## src/rtl/prep_pkg.sv

```systemverilog
// prep_pkg: shared types and constants for the shape preprocessing scheduler.
//   prep_state_t    - scheduler FSM state encoding (also exported on dbg_state)
//   PREP_MAXSHP_DEF - default number of shape slots
//   enc_w()         - index width for an N-input priority encoder (min 1 bit)
package prep_pkg;

    typedef enum logic [2:0] {
        ST_IDLE  = 3'd0,
        ST_SCAN  = 3'd1,
        ST_ISSUE = 3'd2,
        ST_WAIT  = 3'd3,
        ST_WRITE = 3'd4,
        ST_DONE  = 3'd5
    } prep_state_t;

    localparam int PREP_MAXSHP_DEF = 16;

    function automatic int enc_w(input int n);
        return (n > 1) ? $clog2(n) : 1;
    endfunction

endpackage

```

## src/rtl/lsb_prio_enc.sv

```systemverilog
// lsb_prio_enc: combinational priority encoder, lowest set bit wins.
// Ports:
//   vec  [N-1:0] in  - request vector
//   idx  [W-1:0] out - index of the lowest set bit of vec (0 when vec is zero)
//   none         out - high when vec is all zeros
module lsb_prio_enc #(
    parameter int N = 16,
    parameter int W = 4
) (
    input  logic [N-1:0] vec,
    output logic [W-1:0] idx,
    output logic         none
);

    // Walk from the top down so the last (lowest) set bit overwrites.
    always_comb begin
        idx  = '0;
        none = 1'b1;
        for (int i = N - 1; i >= 0; i--) begin
            if (vec[i]) begin
                idx  = W'(i);
                none = 1'b0;
            end
        end
    end

endmodule

```

## src/rtl/shape_prep_scheduler.sv

```systemverilog
// shape_prep_scheduler: once per frame, walks the shapes needing recomputation
// in ascending order and runs each through the shared trig/rotate unit,
// writing results back to the shape register file.
// Build option: PREP_DIRTY_EN - when defined, only slots marked through
// dirty_set are recomputed; when undefined every slot is recomputed per frame
// and dirty_set is ignored.
// Ports:
//   clk, rst         in  - pixel clock, synchronous active-high reset
//   start            in  - end-of-frame pulse, launches a pass from IDLE
//   dirty_set        in  - per-slot edit pulses
//   rd_id            out - slot presented to the unit (== current slot)
//   unit_req         out - one-cycle request, unit latches slot rd_id
//   unit_valid       in  - one-cycle pulse, unit results valid (WAIT only)
//   wr_en, wr_id     out - write unit results into slot wr_id
//   busy             out - FSM not idle
//   done             out - pass complete pulse
//   overrun          out - start seen while busy (start is dropped)
//   dbg_state        out - current FSM state (prep_state_t encoding)
// Handshake: unit_req is high exactly one cycle (ISSUE); the unit must answer
// with exactly one unit_valid pulse no earlier than the following cycle. A
// unit_valid outside WAIT is ignored, so a late answer after reset is harmless.
module shape_prep_scheduler
    import prep_pkg::*;
#(
    parameter int MAXSHP = PREP_MAXSHP_DEF,
    parameter int IDW    = enc_w(MAXSHP)
) (
    input  logic              clk,
    input  logic              rst,
    input  logic              start,
    input  logic [MAXSHP-1:0] dirty_set,
    output logic [IDW-1:0]    rd_id,
    output logic              unit_req,
    input  logic              unit_valid,
    output logic              wr_en,
    output logic [IDW-1:0]    wr_id,
    output logic              busy,
    output logic              done,
    output logic              overrun,
    output logic [2:0]        dbg_state
);

    prep_state_t       r_state;
    prep_state_t       w_next;
    logic [MAXSHP-1:0] r_pending;
    logic [IDW-1:0]    r_cur;
    logic [MAXSHP-1:0] w_load;
    logic [IDW-1:0]    w_enc_idx;
    logic              w_enc_none;

`ifdef PREP_DIRTY_EN
    // Edits accumulate here; a start hands them (plus same-cycle edits) to
    // the pass. Edits during a pass, even to the slot in flight, wait for the
    // next pass because only the IDLE+start cycle clears this register.
    logic [MAXSHP-1:0] r_dirty;

    always_ff @(posedge clk) begin
        if (rst) begin
            r_dirty <= '1;
        end else if (r_state == ST_IDLE && start) begin
            r_dirty <= '0;
        end else begin
            r_dirty <= r_dirty | dirty_set;
        end
    end

    assign w_load = r_dirty | dirty_set;
`else
    logic w_unused_dirty_set;
    assign w_unused_dirty_set = ^dirty_set;
    assign w_load             = '1;
`endif

    lsb_prio_enc #(
        .N (MAXSHP),
        .W (IDW)
    ) u_enc (
        .vec  (r_pending),
        .idx  (w_enc_idx),
        .none (w_enc_none)
    );

    always_ff @(posedge clk) begin
        if (rst) begin
            r_state   <= ST_IDLE;
            r_pending <= '0;
            r_cur     <= '0;
        end else begin
            r_state <= w_next;
            case (r_state)
                ST_IDLE:  if (start) r_pending <= w_load;
                ST_SCAN:  if (!w_enc_none) r_cur <= w_enc_idx;
                ST_WRITE: r_pending[r_cur] <= 1'b0;
                default:  ;
            endcase
        end
    end

    always_comb begin
        w_next   = r_state;
        unit_req = 1'b0;
        wr_en    = 1'b0;
        done     = 1'b0;
        busy     = (r_state != ST_IDLE);
        case (r_state)
            ST_IDLE:  if (start) w_next = ST_SCAN;
            ST_SCAN:  w_next = w_enc_none ? ST_DONE : ST_ISSUE;
            ST_ISSUE: begin
                unit_req = 1'b1;
                w_next   = ST_WAIT;
            end
            ST_WAIT:  if (unit_valid) w_next = ST_WRITE;
            ST_WRITE: begin
                wr_en  = 1'b1;
                w_next = ST_SCAN;
            end
            ST_DONE:  begin
                done   = 1'b1;
                w_next = ST_IDLE;
            end
            default:  w_next = ST_IDLE;
        endcase
    end

    assign overrun   = start && (r_state != ST_IDLE);
    assign rd_id     = r_cur;
    assign wr_id     = r_cur;
    assign dbg_state = r_state;

endmodule
```

## config.mk

```make
export PLATFORM = sky130hd
export DESIGN_NAME = shape_prep_scheduler
export DESIGN_NICKNAME = d
export VERILOG_FILES = /design/src/rtl/prep_pkg.sv /design/src/rtl/lsb_prio_enc.sv /design/src/rtl/shape_prep_scheduler.sv
export SDC_FILE = /design/constraint.sdc
export NUM_CORES = 1
export LEC_CHECK = 0
export ABC_AREA = 1
export BUFFER_PORTS_ARGS = -buffer_cell sky130_fd_sc_hd__buf_2
export CORE_UTILIZATION = 49
export DETAILED_ROUTE_END_ITERATION = 8
export PLACE_DENSITY_LB_ADDON = 0.25
export SLEW_MARGIN = 10
export SYNTH_ARGS = -nofsm -noshare
export SYNTH_HDL_FRONTEND = slang
export SYNTH_SLANG_ARGS = --single-unit
```

## constraint.sdc

```tcl
create_clock -name clk -period 1.55 [get_ports clk]
set_clock_uncertainty 0.15 [all_clocks]
set_input_delay 0.31 -clock clk [delete_from_list [all_inputs] [get_ports clk]]
set_output_delay 0.31 -clock clk [all_outputs]
set_load 0.05 [all_outputs]
```

==> reports/qor.txt, run 1 <==
1st-iter DRT viols: 66
Routed WL per cell: 15.1 microns
Crit path launch: dbg_state[0]
Routed Antenna Nets: 0
Sw power: 0.948 mW
Worst Setup Path Type: flop to output pin
Worst EP arrival: 1.29 ns
Initial Utilization: 0.515
Switching Fraction: 0.453
Placer Congestion: 0.850
Sequential area share after synthesis: 0.404
Fin. max-slew vios: 0
Power Density: 1300 mW/mm^2
Via count: 1240
Area grow syn2layout: 41.4%
ANT cells: 0
Grt ovf: 0
Hold wc startpoint: unit_valid
Ports: 36
Max-cap viol count: 0
Root buffer cell: clkbuf_4
Critical R2R Launch: r_pending[8]
Rel. slew slack: 0.751
Fillers: 161
Nets: 217
Die X-Extent: 50.2 microns
Vias in the first global route: 1075
Path type of the worst min-delay path: primary input to flop
Drt pass-1 iters: 4
Clock power share: 0.132
Post-place setup slack: -0.0306 ns
Worst Path Required: 1.09 ns
Core area: 0.00221 sq mm
Setup-failing EPs final: 22
# port buffers: 19
Drt via density: 5.54
Largest net degree at the start of global routing: 21
Clk slew on worst S/H paths: 0.13 ns
Synth Instances: 165
Synth Cell Area: 0.00114 sq mm
First-pass GRT wire length: 4550 microns
Critical Path Fanout Max: 4
Synth cell types: 20
Drc violations: 0
Hold Vio Cnt, Final: 0
Sequential share of power: 0.382
Area of the multi-input gates: 673 sq um
GRT Overall Usage: 0.239
Routed WL: 3380 microns
RSZ-0062 raised after global routing: yes
Failing checks: setup timing
Critical Path End Type: output pin
Synthesis Warnings: 0
Fmax achieved: 0.571 GHz
Cell Int Power: 1.14 mW
Combinational Power Share: 0.486
CTS tree: built
H-Tree Depth: 1
CTS max path bufs: 2
Register bit count reported by yosys: 23
Minimum clock period: 1.75 ns
HPWL after DPL: 1960 microns
Num CTS Buffers: 3
Least-Margin Pin Slew: 0.374 ns
CTS Sinks: 23
VDD IR max: 0.887 mV
Tcrit/Tclk final: 1.13
Net Count, Synth: 185
CP startpoint kind: flop
Die Area: 0.00252 sq mm
Avg Inst Size Synth: 6.91 sq um
Sequential cell area: 478 sq um
Layout cells sized above 1: 0.393
Antenna violations before repair: 0
FP Rows: 17
Fin worst setup slack: -0.201 ns
P_leak: 0.708 nW
Die Ht: 50.2 microns
Clk_lat worst skew: 0.32 ns
Outcome: complete, but fails checks
Hold slack final: 0.161 ns
==> Yosys cell counts <==
master,instances,area share
a211oi_1,1,0.0066
a21oi_1,23,0.10
buf_2,1,0.0044
buf_4,4,0.026
clkbuf_1,2,0.0066
dfxtp_1,23,0.40
inv_1,30,0.099
inv_2,2,0.0066
nand2_1,30,0.099
nand3_1,7,0.031
nor2_1,11,0.036
nor2_2,1,0.0055
nor3_1,3,0.013
nor3_2,2,0.018
nor3_4,1,0.014
nor4_4,1,0.019
o211a_1,1,0.0088
o21ai_0,20,0.088
o311ai_0,1,0.0077
o31ai_1,1,0.0066
==> layout by cell type (no fill, tap or decap), types with 3 or more instances in the layout <==
master    instances
inv_2             3
nand3_2           3
buf_2            10
nand3_1           3
dfxtp_4           4
inv_4             3
buf_4            11
buf_6             7
nor2_1            4
nand2_1          28
o21ai_1          12
nor2_4            6
nor3_4            5
a21oi_1          22
dfxtp_1          17
inv_1            26
o21ai_0           4
clkbuf_4          7
o21ai_2           4
==> power by group through the flow <==
| stage | Clock [mW] | Combinational (mW) | Sequential, mW |
|---|---|---|---|
| after floorplan | 0 | 0.511 | 0.867 |
| after detailed placement | 0 | 0.750 | 0.786 |
| after global placement | 0 | 0.735 | 0.780 |
| after CTS | 0.272 | 0.859 | 0.772 |
| final | 0.277 | 1.02 | 0.799 |
| after global routing | 0.305 | 1.08 | 0.811 |
==> flip-flops by register name, indices dropped and copies added (netlist names) <==
register   flops
dbg_state      3
r_pending     16
rd_id          4
==> worst max-delay path: stages (launching register included) <==
cell and delay [ns]:
dfxtp_4 0.39, nor2_4 0.15, inv_4 0.07, buf_6 0.11, nor2_4 0.10, buf_8 0.15
==> metrics by stage <==
stage / util / instance area [sq um] / TNS (ns) / total power, mW / std cells
after detailed placement: 0.594 / 1310 / -0.232 / 1.54 / 210
after floorplan: - / 1190 / -0.0380 / 1.38 / 165
after global routing: 0.729 / 1610 / -3.31 / 2.20 / 224
after CTS: 0.662 / 1470 / -0.806 / 1.90 / 219
final: 0.729 / 1610 / -1.64 / 2.09 / 224
after global placement: 0.594 / 1310 / -0.00911 / 1.51 / 210
==> final timing paths <==
kind,to,slack (ns),cells after the start
max,wr_en,-0.20,5
min,dbg_state[0],0.16,4
max reg2reg,dbg_state[1],-0.14,6
min reg2reg,r_pending[6],0.35,2
==> routing by layer <==
metal	share of wire	vias to the layer above	global-route usage	routed length [microns]
li1	-	592	-	-
met1	0.38	587	0.269	1270
met2	0.54	51	0.427	1810
met3	0.058	10	0.0515	196
met4	0.029	0	0.100	99
met5	0	-	0	0
==> layout make-up <==
class	count	share of cell area
well taps	28	0.0217
clock buffers	4	0.0163
inverters	32	0.0792
repair buffers	34	0.168
flip-flops and latches	23	0.297
multi-input cells	103	0.418
==> cell families (layout without fill, tap and decap cells) <==
| family | after synthesis | count (layout) | share of synthesized area |
|---|---|---|---|
| AO/OA/AOI/OAI | 47 | 47 | 0.218 |
| buffers and inverters | 39 | 70 | 0.143 |
| flip-flops | 23 | 23 | 0.404 |
| AND/OR/NAND/NOR | 56 | 56 | 0.235 |
==> what timing repair did <==
action | in CTS | in global routing
endpoints found under the setup margin | 25 | 31
gates resized for setup | 27 | 46
hold buffers | 0 | 0
buffers inserted | 5 | 5
pin swaps | 3 | 11
cloned | 0 | 0
Note: power is estimated with default switching activity, not from simulation.
==> inputs of run 2 (changes only) <==
SKIP_LAST_GASP = 1   (was unset)
==> run 2 against run 1 <==
Register-to-register slack hardly changed. Sequential power is 0.5% lower. Global-route usage stayed put. Largest cell class unchanged. The flow still finishes with violations (setup timing). Die area stayed put. Via count is 0.16% higher. Clock power hardly changed. Non-clock buffer count is 1 higher. Worst hold slack worse by 0.0056 ns. Largest power group unchanged. Cell count is 0.45% higher. Critical endpoint unchanged. Routed wire length is 3.8% lower. Fmax is 2.0% higher.
==> reports/qor.txt, run 2 (same netlist as run 1, synthesis figures left out) <==
Fin worst setup slack: -0.165 ns
Cell Int Power: 1.14 mW
Die X-Extent: 50.2 microns
DP Cell Count: 210
HPWL after DPL: 1960 microns
Worst EP arrival: 1.26 ns
Max FFs per register: 16
Vias in the first global route: 1080
Power Density: 1290 mW/mm^2
Commonest cells after routing, fill and taps aside: nand2_1, inv_1, a21oi_1
Layout cells sized above 1: 0.376
Grt ovf: 0
Root buffer cell: clkbuf_4
Initial Utilization: 0.515
# port buffers: 19
Drt pass-1 iters: 4
Slowest stage delay, CP: 0.39 ns
Worst path cell trace: nor2_4, inv_4, buf_6, nor2_4, buf_8
Area grow syn2layout: 40.5%
Worst Path Required: 1.09 ns
Path type of the worst min-delay path: primary input to flop
Routed WL per cell: 14.4 microns
CTS tree: built
Critical Path Most Common Cell: nor2_4
Setup-failing EPs final: 28
Combinational Power Share: 0.480
CP delay by family, top: flip-flops
Commonest non-fill, non-tap cell in the layout: nand2_1
Core area: 0.00221 sq mm
Fmax achieved: 0.583 GHz
Antenna violations before repair: 0
Worst Path Buf+Inv: 3
Power Total: 2.06 mW
Ports: 36
H-Tree Depth: 1
Placer Congestion: 0.850
VDD IR max: 1.00 mV
Critical Path Fanout Max: 4
Worst Setup Path Type: flop to output pin
Minimum clock period: 1.72 ns
Clk_lat worst skew: 0.31 ns
Final Non-Filler Cells: 225
Tcrit/Tclk final: 1.11
Sw power: 0.927 mW
First-pass GRT wire length: 4560 microns
Routed Antenna Nets: 0
GRT Overall Usage: 0.239
P_leak: 0.717 nW
ANT cells: 0
Die Area: 0.00252 sq mm
Hold Vio Cnt, Final: 0
Outcome: complete, but fails checks
Sequential share of power: 0.385
Hold slack final: 0.155 ns
Switching Fraction: 0.449
Max-cap viol count: 0
Area post-placement: 0.00131 sq mm
Rel. slew slack: 0.745
Fin area: 0.00160 sq mm
RSZ-0062 raised after global routing: yes
Die Ht: 50.2 microns
Drc violations: 0
Via count: 1242
FP Rows: 17
Clock power share: 0.134
CP startpoint kind: flop
Nets: 218
Biggest register: r_pending
1st-iter DRT viols: 45
Worst path slowest cell: dfxtp_4
Critical Path End Type: output pin
Num CTS Buffers: 3
CTS Sinks: 23
Failing checks: setup timing
Clk slew on worst S/H paths: 0.13 ns
CTS max path bufs: 2
Finished Core Util: 0.724
Drt via density: 5.52
Routed WL: 3250 microns
Least-Margin Pin Slew: 0.383 ns
Largest net degree at the start of global routing: 21
Fin. max-slew vios: 0
## run 2: area by class of cell
type,instances,area (sq um)
fill,159,611
timing repair buffer,35,275
multi-input combinational,103,661
sequential,23,477
tap,28,35.0
clock buffer,4,26.3
inverter,32,128
## run 2: worst min-delay path, cell delays in order
cell	delay, ns
buf_2	0.07
nor2_1	0.05
inv_1	0.09
a21oi_1	0.07
## run 2: final timing paths
path,from,end,slack [ns],cells past startpoint
worst max-delay path,dbg_state[1],wr_en,-0.17,5
worst min-delay path,unit_valid,dbg_state[0],0.16,4
worst max register to register,dbg_state[2],dbg_state[0],-0.14,9
worst min register to register,r_pending[6],r_pending[6],0.34,2
## run 2: metal layers
| metal | global-route usage | vias up | wire [microns] |
|---|---|---|---|
| met1 | 0.269 | 594 | 1250 |
| li1 | - | 596 | - |
| met5 | 0 | - | 0 |
| met4 | 0.100 | 0 | 59 |
| met3 | 0.0515 | 8 | 187 |
| met2 | 0.427 | 44 | 1750 |
## run 2: repair_timing
action,4_1_cts,5_1_grt
pin swaps,3,10
hold buffers,0,0
gates resized for setup,25,41
endpoints found under the setup margin,25,31
setup buffers,5,6
## run 2: power groups by stage
stage          clock, mW  combinational, mW  sequential (mW)
2_1_floorplan          0              0.511            0.867
3_3_place_gp           0              0.735            0.780
3_5_place_dp           0              0.750            0.786
4_1_cts            0.272              0.855            0.772
5_1_grt            0.303               1.05            0.807
6_report           0.277              0.991            0.795
## run 2: through the flow
step | TNS, ns | setup slack [ns]
after floorplan | -0.0380 | -0.0380
final | -1.91 | -0.165
after CTS | -0.815 | -0.136
after global placement | -0.00911 | -0.00424
after global routing | -3.69 | -0.226
after detailed placement | -0.232 | -0.0306
